==> config.mk <==
export PLATFORM = sky130hd
export DESIGN_NAME = neuron
export DESIGN_NICKNAME = d
export VERILOG_FILES = /design/src/rtl/neuron.sv
export SDC_FILE = /design/constraint.sdc
export NUM_CORES = 1
export LEC_CHECK = 0
export ABC_AREA = 1
export BUFFER_PORTS_ARGS = -buffer_cell sky130_fd_sc_hd__buf_2
export CAP_MARGIN = 20
export CORE_ASPECT_RATIO = 0.75
export CORE_MARGIN = 2
export CORE_UTILIZATION = 35
export DETAILED_ROUTE_END_ITERATION = 8
export HOLD_SLACK_MARGIN = 0.02
export PLACE_DENSITY = 0.6
export SYNTH_ARGS = -nofsm -noshare
export SYNTH_HDL_FRONTEND = slang
export SYNTH_HIERARCHICAL = 1
export SYNTH_SLANG_ARGS = --single-unit
==> constraint.sdc <==
create_clock -name clk -period 8.2 [get_ports clk]
set_input_delay 1.64 -clock clk [delete_from_list [all_inputs] [get_ports clk]]
set_output_delay 1.64 -clock clk [all_outputs]
set_load 0.01 [all_outputs]
==> src/rtl/neuron.sv <==
// Fixed-point neuron stage: gathers N activations, forms a saturated Q8.8 dot product
// for the sigmoid block, and on a training pass applies the returned error to every weight.

module neuron_wlane (
  input  logic        clk,
  input  logic        rst,
  input  logic        we,
  input  logic [15:0] d,
  output logic [15:0] q
);
  always_ff @(posedge clk or negedge rst)
    if (!rst)    q <= '0;
    else if (we) q <= d;
endmodule

module neuron #(
  parameter int N    = 4,
  parameter int RATE = 0
) (
  input  logic        clk,
  input  logic        rst,
  input  logic        en,
  input  logic        arg_stb,
  input  logic [7:0]  arg_dat,
  output logic        arg_rdy,
  output logic        res_stb,
  output logic [15:0] res_dat,
  input  logic        res_rdy,
  input  logic        err_stb,
  input  logic [15:0] err_dat,
  output logic        err_rdy
);
  localparam int IW = $clog2(N);
  localparam int AW = 25 + IW;

  typedef enum logic [2:0] {ARG, MAC, RES, ERR, UPD} state_t;
  state_t state, state_nxt;

  logic [IW-1:0]         idx;
  logic [N-1:0][7:0]     x;
  logic [N-1:0][15:0]    w;
  logic [N-1:0]          w_we;
  logic signed [AW-1:0]  acc, acc_nxt;
  logic signed [AW-9:0]  acc_sh;
  logic [15:0]           err, res_sat, w_new;
  logic [7:0]            x_cur;
  logic [15:0]           w_cur;
  logic signed [24:0]    x_ext, w_ext, e_ext, mac_prod, upd_prod, delta, w_sum;
  logic                  arg_ack, res_ack, err_ack, last;

  assign arg_rdy = (state == ARG);
  assign err_rdy = (state == ERR);
  assign arg_ack = arg_stb & arg_rdy;
  assign res_ack = res_stb & res_rdy;
  assign err_ack = err_stb & err_rdy;
  assign last    = (idx == IW'(N-1));

  // Shared datapath: both products fit in 25 bits, so a 25-bit multiply is exact.
  assign x_cur    = x[idx];
  assign w_cur    = w[idx];
  assign x_ext    = {17'b0, x_cur};
  assign w_ext    = {{9{w_cur[15]}}, w_cur};
  assign e_ext    = {{9{err[15]}}, err};
  assign mac_prod = x_ext * w_ext;
  assign upd_prod = x_ext * e_ext;
  assign acc_nxt  = acc + {{IW{mac_prod[24]}}, mac_prod};
  assign acc_sh   = acc_nxt[AW-1:8];
  assign delta    = upd_prod >>> (8 + RATE);
  assign w_sum    = w_ext + delta;

  always_comb begin
    res_sat = acc_sh[15:0];
    if (!(acc_sh[AW-9:15] == '0 || acc_sh[AW-9:15] == '1))
      res_sat = acc_sh[AW-9] ? 16'h8000 : 16'h7FFF;
  end

  always_comb begin
    w_new = w_sum[15:0];
    if (!(w_sum[24:15] == '0 || w_sum[24:15] == '1))
      w_new = w_sum[24] ? 16'h8000 : 16'h7FFF;
  end

  for (genvar gi = 0; gi < N; gi++) begin : g_w
    assign w_we[gi] = (state == UPD) && (idx == IW'(gi));
    neuron_wlane u_w (.clk(clk), .rst(rst), .we(w_we[gi]), .d(w_new), .q(w[gi]));
  end

  always_comb begin
    state_nxt = state;
    case (state)
      ARG:     if (arg_ack && last) state_nxt = MAC;
      MAC:     if (last)            state_nxt = RES;
      RES:     if (res_ack)         state_nxt = en ? ERR : ARG;
      ERR:     if (err_ack)         state_nxt = UPD;
      UPD:     if (last)            state_nxt = ARG;
      default:                      state_nxt = ARG;
    endcase
  end

  // N is a power of two, so idx wraps to 0 after N-1 on its own.
  always_ff @(posedge clk or negedge rst)
    if (!rst) begin
      state   <= ARG;
      idx     <= '0;
      acc     <= '0;
      x       <= '0;
      err     <= '0;
      res_stb <= 1'b0;
      res_dat <= '0;
    end else begin
      state <= state_nxt;
      case (state)
        ARG: if (arg_ack) begin
          x[idx] <= arg_dat;
          idx    <= idx + 1'b1;
          if (last) acc <= '0;
        end
        MAC: begin
          acc <= acc_nxt;
          idx <= idx + 1'b1;
          // Register the result on the final MAC edge so it is valid in the first RES cycle.
          if (last) begin
            res_stb <= 1'b1;
            res_dat <= res_sat;
          end
        end
        RES: if (res_ack) res_stb <= 1'b0;
        ERR: if (err_ack) err <= err_dat;
        UPD: idx <= idx + 1'b1;
        default: idx <= '0;
      endcase
    end
endmodule

# After elaboration in Yosys (flattened, before gate mapping)
# Cells that the tools add are included.
[word_totals] memories=0 mem_bits_rw=0 input_bits=30 regBits=161 latch_bits=0 mem_bits_ro=0
[op_classes] eq_ne=16 add_sub_neg=3 magnitude_cmp=2 mux=26 n_shift=0 mul=2 n_reduce_logical=23 div=0 n_bitwise=4
[op_table] operator="2-to-1 mux 16 bit" n=5
[op_table] operator="2-to-1 mux 27 bit" n=2
[op_table] operator="one-hot mux 27 bit (2 select lines)" n=1
[op_table] operator="multiplier 9 x 16 -> 25 bit" n=2
[op_table] operator="binary-select mux 16 bit (select 2 bit)" n=1
[op_table] operator="bitwise mux 32 bit" n=1
[op_table] operator="adder 27 bit" n=1
[op_table] operator="adder 16 x 17 -> 18 bit" n=1
[op_table] operator="binary-select mux 8 bit (select 2 bit)" n=1
[op_table] operator="demux 8 bit (select 2 bit)" n=1
[op_table] operator="2-to-1 mux 8 bit" n=2
[op_table] operator="2-to-1 mux 3 bit" n=5
[op_table] operator="one-hot mux 3 bit (5 select lines)" n=1
[op_table] operator="== test 10 bit (second input constant)" n=1
[op_table] operator="zero test 10 bit" n=1
[op_table] operator="inequality test 2 x 1 -> 1 bit (second input constant)" n=4
[op_table] operator="AND reduction 2 bit" n=4
[op_table] operator="== test 3 x 2 -> 1 bit (second input constant)" n=2
[op_table] operator="logical AND 1 bit" n=6
[op_table] operator="inequality test 2 bit (second input constant)" n=3
[op_table] operator="one-hot mux 2 bit (3 select lines)" n=1
[op_table] operator="AND reduction 3 bit" n=2
[op_table] operator="AND reduction 5 bit" n=1
[op_table] operator="== test 2 bit (second input constant)" n=2
[op_table] operator="other kinds (18)" n=25

# Logic depth before layout (Yosys ltp)
# Gate-level depths: netlist of run 1.
[depth] word_depth=7 mapped_depth=44 mapped_depth_nobuf=40

# Hierarchy
# Netlist of run 1, hierarchy kept.
[modules_own_cells] mod="neuron" seq_area_each_um2=2427.3 area_per_inst_um2=16545.9 cells_per_inst=2206 instances=1
[modules_own_cells] mod="neuron_wlane" seq_area_each_um2=400.4 area_per_inst_um2=644.4 cells_per_inst=68 instances=4

# Least setup slack after synthesis of run 1
# No wires, ideal clock.
[synth_path] kind="flip-flop to flip-flop" startpoint="register idx[1]" endpoint="register res_dat[11]" slack_ns=1.353 path_stages_with_launch=39 setup_ns=0.073 n_path_buf=4 t_arrival_ns=6.774 path_cell_list="dfrtp_1 > buf_4 > inv_2 > clkbuf_1 > a21oi_1 > o21ai_0 > nand2_1 > inv_2 > buf_1 > nand2_1 > fa_1 > inv_1 > fa_1 > fa_1 > inv_1 > fa_1 > inv_1 > ha_1 > (+3 left out) > a21o_1 > a21oi_1 > o21ai_0 > a31oi_1 > xnor2_1 > ha_1 > a21oi_1 > o21ai_1 > nand2_1 > nand2_1 > nor2_1 > o21ai_0 > nor2_2 > nand3_1 > nand3_2 > buf_6 > nand3_1 > a21oi_2"
[synth_via] elab_chain_cells=7 word_cells_on_any_way=13 classes_between="add/sub (1); mul (1); eq/ne (2); mux (6); reduce/logical (3)"
[synth_rtl] item="start: declaration" line="39" text="logic [IW-1:0] idx;"
[synth_rtl] item="start signal: assignment" line="115" text="idx <= idx + 1'b1;"
[synth_rtl] item="start signal: assignment" line="120" text="idx <= idx + 1'b1;"
[synth_rtl] item="start signal: assignment" line="129" text="UPD: idx <= idx + 1'b1;"
[synth_rtl] item="binary-select mux 8 bit (select 2 bit) / binary-select mux 16 bit (select 2 bit) (equally long branches)" line="59, 60"
[synth_rtl] item="2-to-1 mux 8 bit (not written as such) / 2-to-1 mux 16 bit (equally long branches)" line="59, 60"
[synth_rtl] item="multiplier 9 x 16 -> 25 bit" line="64" text="assign mac_prod = x_ext * w_ext;"
[synth_rtl] item="adder 27 bit" line="66" text="assign acc_nxt = acc + {{IW{mac_prod[24]}}, mac_prod};"
[synth_rtl] item="== test 4 bit / zero test 4 bit (equally long branches)" line="73" text="if (!(acc_sh[AW-9:15] == '0 || acc_sh[AW-9:15] == '1))"
[synth_rtl] item="logical OR 1 bit" line="73"
[synth_rtl] item="2-to-1 mux 16 bit" line="73"
[synth_rtl] item="end signal: assignment" line="124" text="res_dat <= res_sat;"
[synth_rtl] item="end: declaration" line="27" text="output logic [15:0] res_dat,"
# Parallel ways exist; a longest one is shown, timed or not. The select of a mux whose other input is x is not followed.
# A chain may end at the register's enable or synchronous reset.

# Worst setup path after layout of run 1
[layout_path] startpoint="register idx[0]" endpoint="register res_dat[14]"
# Same word-level chain as after synthesis.

==> results of run 1 <==
## flip-flops by register name (all words and copies together) (netlist names)
register	count
g_w.u_w/q	64
x	32
acc	27
err	16
res_dat	16
state	3
idx	2
res_stb	1
## per-stage QoR
| step | util [%] | hold WS, ps | cell area, um2 | instances |
|---|---|---|---|---|
| 5_1_grt | 39.6 | 501 | 21500 | 3344 |
| 3_3_place_gp | 38.4 | 454 | 20800 | 3310 |
| 2_1_floorplan | - | 442 | 19100 | 2478 |
| 6_report | 39.6 | 475 | 21500 | 3344 |
| 4_1_cts | 39.5 | 477 | 21500 | 3342 |
| 3_5_place_dp | 38.4 | 459 | 20800 | 3310 |
## worst min-delay path: stages (launching register included)
cell and delay [ps]:
dfrtp_1 340, nand2_1 50, nand2_1 50
## placed cells by master (no fill, tap or decap), types with 4 or more instances in the layout
cell       instances
nor3_1            10
a21oi_2           15
nand2_1          651
mux2_2            20
clkbuf_16         17
inv_2              7
o21bai_1           9
buf_4            126
a32oi_1           13
xnor2_1           23
nor4_1             6
a22o_1            15
nor2_1           234
nand4_1           12
buf_2             47
nand2_2           32
nand3_1           56
a21o_1             6
inv_8              5
inv_1            461
nand3_2           12
o21ai_1            7
ha_1             147
nor2_2            10
inv_6              7
a21oi_1          128
o21ai_2            4
dfrtp_1          160
xor2_1            42
a31oi_1            9
fa_1             205
o21ai_0           73
## routing by layer
layer  global-route usage, %  vias up  routed length [um]
met4                    4.76        0                 884
met2                    29.7      525               22100
met5                       0        -                   0
met3                    3.79       62                3660
met1                    29.4     8006               26400
li1                        -     7889                   -
## worst max-delay path by stage
stage | to | cells after the start | startpoint | slack (ps)
CTS | res_dat[14] | 35 | idx[1] | 170
floorplan | res_dat[11] | 38 | idx[1] | 1350
finish | res_dat[14] | 34 | idx[0] | 390
detailed placement | res_dat[11] | 37 | idx[1] | 30
global route | res_dat[14] | 34 | idx[0] | 0.6
global placement | res_dat[14] | 35 | idx[1] | 170
## area by class of cell
type / count / area (um2) / area share [%]
flip-flops and latches: 161 / 4030 / 18.7
clock inverters: 15 / 185 / 0.861
repair buffers: 177 / 1250 / 5.82
inverters: 475 / 1810 / 8.41
multi-input cells: 1777 / 12900 / 60.0
clock buffers: 17 / 425 / 1.98
well taps: 722 / 903 / 4.20
## repair_timing
action                                  CTS  global route
endpoints found under the setup margin   15            19
cloned                                    0             0
buffers inserted                          0             2
pin swaps                                 0             1
gates resized for setup                   1            10
## kinds of logic (layout without fill, tap and decap cells)
kind of cell	Yosys count	count (layout)	synth area share, %
multiplexers	20	20	1.18
AND/OR/NAND/NOR	1040	1040	22.5
AO/OA/AOI/OAI	299	299	9.36
adder cells (fa/ha/maj)	352	352	31.1
flip-flops	161	161	21.1
buffers and inverters	540	684	11.7
XOR/XNOR	66	66	3.06
==> key figures, run 1 <==
Timing
  – RSZ-0062 raised after global routing: false
  – Worst Skew: 15.7 ps
  – Hold Vio Cnt, Final: 0
  – Tightest Pin Transition: 1110 ps
  – Setup Total Neg Slack: 0 ps
  – Final Setup Violations: 0
  – Pins over their slew limit: 0
  – Worst setup margin: 392 ps
  – Rel. slew slack: 25.9%
  – Fmax: 128 MHz
  – Fin crit share: 95.2%
  – Final Critical Period: 7810 ps

Yosys
  – Asr flop ratio synth: 100%
  – Synth top area cells: fa_1, dfrtp_1, nand2_1
  – Post-synth cell types: 54
  – Synth area leader: fa_1
  – Mapped cell area: 19100 um2
  – Synthesized flop and latch total: 161
  – Primary FF master, synth: dfrtp_1
  – Post-synth net total: 2860
  – Cells after synthesis: 2478
  – Share of the synthesized area in the top cell type: 21.5%
  – Top post-synthesis cells by count: nand2_1, inv_1, nor2_1
  – Register area share after synthesis: 21.1%
  – Syn. warnings: 6
  – Most common cell in the netlist: nand2_1
  – Number of synthesized flops with an enable pin: 0
  – Avg Cell Area, Syn: 7.72 um2

Global route
  – Overflow after GRT: 0
  – Initial antenna violation count: 0
  – Vias in the first global route: 16800
  – Total GRT Usage: 19.9%
  – Pin count of the biggest net entering global routing: 80
  – First-pass GRT wire length: 88.6 mm

Worst hold path
  – Hold EP: g_w[1].u_w/q[13]
  – Hold_sp: g_w[1].u_w/q[13]
  – Hold Path Class: reg -> reg
  – Hold depth: 2

Clock network
  – Clk Latency, worst-skew pair: 470 ps
  – Clock root cell: clkbuf_16
  – Post-CTS Hold Buffers: 0
  – Clock sinks: 161
  – H-tree depth: 4
  – CTS max path bufs: 2
  – Clk pin slew, worst setup/hold paths: 70 ps
  – Number of CTS-inserted buffers: 17
  – CTS tree: built

Setup path
  – Most used cell, CP: nand2_1
  – CP Class: reg -> reg
  – CP max stage delay: 610 ps
  – Delay-heaviest family, CP: adder cells
  – Reg2reg path depth: 34
  – CP max FO: 30
  – Critical Path Sink Type: register
  – Reg2reg end: res_dat[14]
  – Reg2reg start: idx[0]
  – Buf/Inv on CP: 9
  – CP arrival: 8210 ps
  – Slowest stage cell, crit path: dfrtp_4
  – CP Launch Type: register
  – Reg-to-reg setup timing slack: 390 ps
  – WP data required: 8600 ps

Placed design
  – I/O Buffers: 48
  – Dpl ws: 28.6 ps
  – RePlAce Congestion: 0.910
  – Detailed placer's ending HPWL: 42.7 mm

Die
  – Die Wd: 274 um
  – Die height: 206 um
  – Initial Utilization: 35.2%
  – Core Box Area: 54300 um2
  – Rows: 74
  – Die ar.: 56500 um2
  – Boundary Pins: 49

Run status
  – Status: completed

Layout
  – Filler cells: 5561
  – Nets: 2991
  – Area grow syn2layout: 12.5%
  – Share of cells above drive strength 1: 12.7%
  – Diode count: 0

Routing
  – Final antenna-violating net count: 0
  – Post-Route WL: 53.0 mm
  – Via count: 16500
  – Drt pass-1 iters: 5
  – Avg Vias per Cell: 4.93
  – Initial DRC count: 1291
  – DRC errors left: 0
  – Drt wl/cell: 15.9 um

Job
  – Max-cap violations: 0
Power of run 1 is not shown: default switching activity piles up to over one toggle a cycle in this logic, so the estimate is an artifact.
==> inputs of run 2 (changes only) <==
- SYNTH_HIERARCHICAL: 1 -> not set
==> run 2 against run 1 <==
Against the previous run:
- non-clock buffer count decreased by 70
- first-iteration DRC count increased by 1.0%
- maximum frequency increased by 1.2%
- critical path depth decreased by 1
- utilization decreased by 0.74 points
- count of clock-buffer cells in the layout increased by 1
- via count decreased by 1.5%
- die area decreased by 0.30%
- hold slack improved by 8.7 ps
- sequential cell count unchanged
- global-route usage increased by 0.17 points
- critical endpoint is now res_dat[4]
==> key figures, run 2 <==
Yosys
  – Post-synth cell types: 57
  – Synthesized flop and latch total: 161
  – Register area share after synthesis: 21.1%
  – Synth top area cells: fa_1, dfrtp_1, nand2_1
  – Mapped cell area: 19100 um2
  – Primary FF master, synth: dfrtp_1
  – Asr flop ratio synth: 100%
  – Most common cell in the netlist: nand2_1
  – Cells after synthesis: 2494
  – Avg Cell Area, Syn: 7.64 um2
  – Synth area leader: fa_1
  – Post-synth net total: 2876
  – Number of synthesized flops with an enable pin: 0
  – Syn. warnings: 0
  – Share of the synthesized area in the top cell type: 21.5%
  – Top post-synthesis cells by count: nand2_1, inv_1, nor2_1

Worst hold path
  – Hold depth: 2
  – Hold_sp: g_w[1].u_w.q[4]
  – Hold Path Class: reg -> reg

Layout
  – Biggest register: g_w.u_w.q
  – Most frequent cells in the layout: nand2_1, inv_1, nor2_1
  – Filler cells: 5559
  – Diode count: 0
  – Nets: 2943
  – Area grow syn2layout: 10.5%
  – Share of cells above drive strength 1: 9.75%
  – Max reg flops: 64
  – Largest regs: g_w.u_w.q: 64 flops, x: 32 flops, acc: 27 flops
  – Most common cell after layout, fill and taps aside: nand2_1

Timing
  – Tightest Pin Transition: 952 ps
  – Worst Skew: 10.9 ps
  – Fmax: 130 MHz
  – Final Setup Violations: 0
  – Setup Total Neg Slack: 0 ps
  – Pins over their slew limit: 0
  – Final Critical Period: 7710 ps
  – RSZ-0062 raised after global routing: false
  – Rel. slew slack: 36.3%
  – Hold Vio Cnt, Final: 0
  – Fin crit share: 94.1%

Setup path
  – CP Class: reg -> reg
  – CP Launch Type: register
  – Critical Path Sink Type: register
  – WP data required: 8540 ps
  – CP max stage delay: 580 ps
  – CP Launch Point: idx[0]
  – CP max FO: 21
  – Reg2reg path depth: 33
  – Reg2reg start: idx[0]
  – CP arrival: 8050 ps
  – Most used cell, CP: a21oi_1
  – Slowest stage cell, crit path: dfrtp_4

Global route
  – Vias in the first global route: 16500
  – Initial antenna violation count: 0
  – Pin count of the biggest net entering global routing: 93
  – First-pass GRT wire length: 88.4 mm
  – Overflow after GRT: 0
  – Total GRT Usage: 20.0%

Clock network
  – Clk Latency, worst-skew pair: 460 ps
  – Number of CTS-inserted buffers: 17
  – H-tree depth: 4
  – Clock root cell: clkbuf_16
  – Clock sinks: 161
  – Clk pin slew, worst setup/hold paths: 70 ps
  – CTS tree: built
  – CTS max path bufs: 2

Die
  – Rows: 74
  – Core Box Area: 54200 um2
  – Die Wd: 273 um
  – Boundary Pins: 49
  – Die ar.: 56400 um2
  – Die height: 206 um
  – Initial Utilization: 35.2%

Placed design
  – I/O Buffers: 48
  – RePlAce Congestion: 0.946
  – Detailed placer's ending HPWL: 42.2 mm

Routing
  – Post-Route WL: 53.5 mm
  – Initial DRC count: 1304
  – DRC errors left: 0
  – Avg Vias per Cell: 4.93
  – Via count: 16200
  – Drt wl/cell: 16.2 um
  – Drt pass-1 iters: 6
  – Final antenna-violating net count: 0

Job
  – Max-cap violations: 0

Run status
  – Status: completed
## run 2: cell types whose count changed after synthesis, moves of 7 or more
cell     before  now
nand2_4       3   14
nor2_1      237  252
a31oi_1       9    2
buf_2         3   11
a21oi_1     129  138
inv_1       461  474
buf_6        13    3
nand2_2      31   15
## run 2: area by class of cell
type / count / area (um2) / share of cell area [%]
timing repair buffer: 107 / 693 / 3.29
tap: 722 / 903 / 4.29
inverter: 494 / 1870 / 8.86
multi-input combinational: 1780 / 12900 / 61.3
clock inverter: 14 / 216 / 1.03
clock buffer: 18 / 439 / 2.08
sequential: 161 / 4030 / 19.1
## run 2: logic make-up (layout without fill, tap and decap cells)
group / count (synthesis) / in the layout / share of synthesized area (%)
AOI/OAI and AO/OA: 301 / 301 / 9.43
xor gates and xnor gates: 68 / 68 / 3.16
adders and majority gates: 352 / 352 / 31.2
buffers and inverters: 553 / 633 / 11.3
DFF: 161 / 161 / 21.1
muxes: 20 / 20 / 1.18
and+or+nand+nor: 1039 / 1039 / 22.6
## run 2: what timing repair did
action	in CTS	in global routing
resized for setup	0	14
hold buffers	0	0
buffers inserted	0	3
endpoints found under the setup margin	0	79
## run 2: worst max-delay path: cells and delay by family, from the launching register on
family	cells	cell delay [ps]
adder cells (fa/ha/maj)	6	2630
AO/OA/AOI/OAI	10	2040
AND/OR/NAND/NOR	10	1360
buffers and inverters	6	790
flip-flops	1	580
XOR/XNOR	1	180
## run 2: final timing paths
check	to	slack [ps]
worst max-delay path	res_dat[4]	490
worst min-delay path	g_w[1].u_w.q[4]	480
worst max register to register	res_dat[4]	490
worst min register to register	g_w[1].u_w.q[4]	480
max in group asynchronous	idx[0]	5400
min in group asynchronous	x[30]	1260
## run 2: routing by layer
layer	global-route usage, %	wire length [um]	vias to the layer above
li1	-	-	7787
met1	28.8	25700	7910
met2	30.6	23000	485
met3	3.93	3820	59
met4	5.44	1120	0
met5	0	0	-
## run 2: through the flow
stage                     instance area, um2  std cells  hold slack [ps]  worst slack, ps  utilization [%]
after CTS                              21000       3293              485              147             38.8
after detailed placement               20300       3261              466              211             37.6
after global routing                   21100       3296              501             16.2             38.9
after global placement                 20300       3261              462              341             37.6
final                                  21100       3296              483              487             38.9
after floorplan                        19100       2494              449             1390                -
Power of run 2 is left out for the same reason.
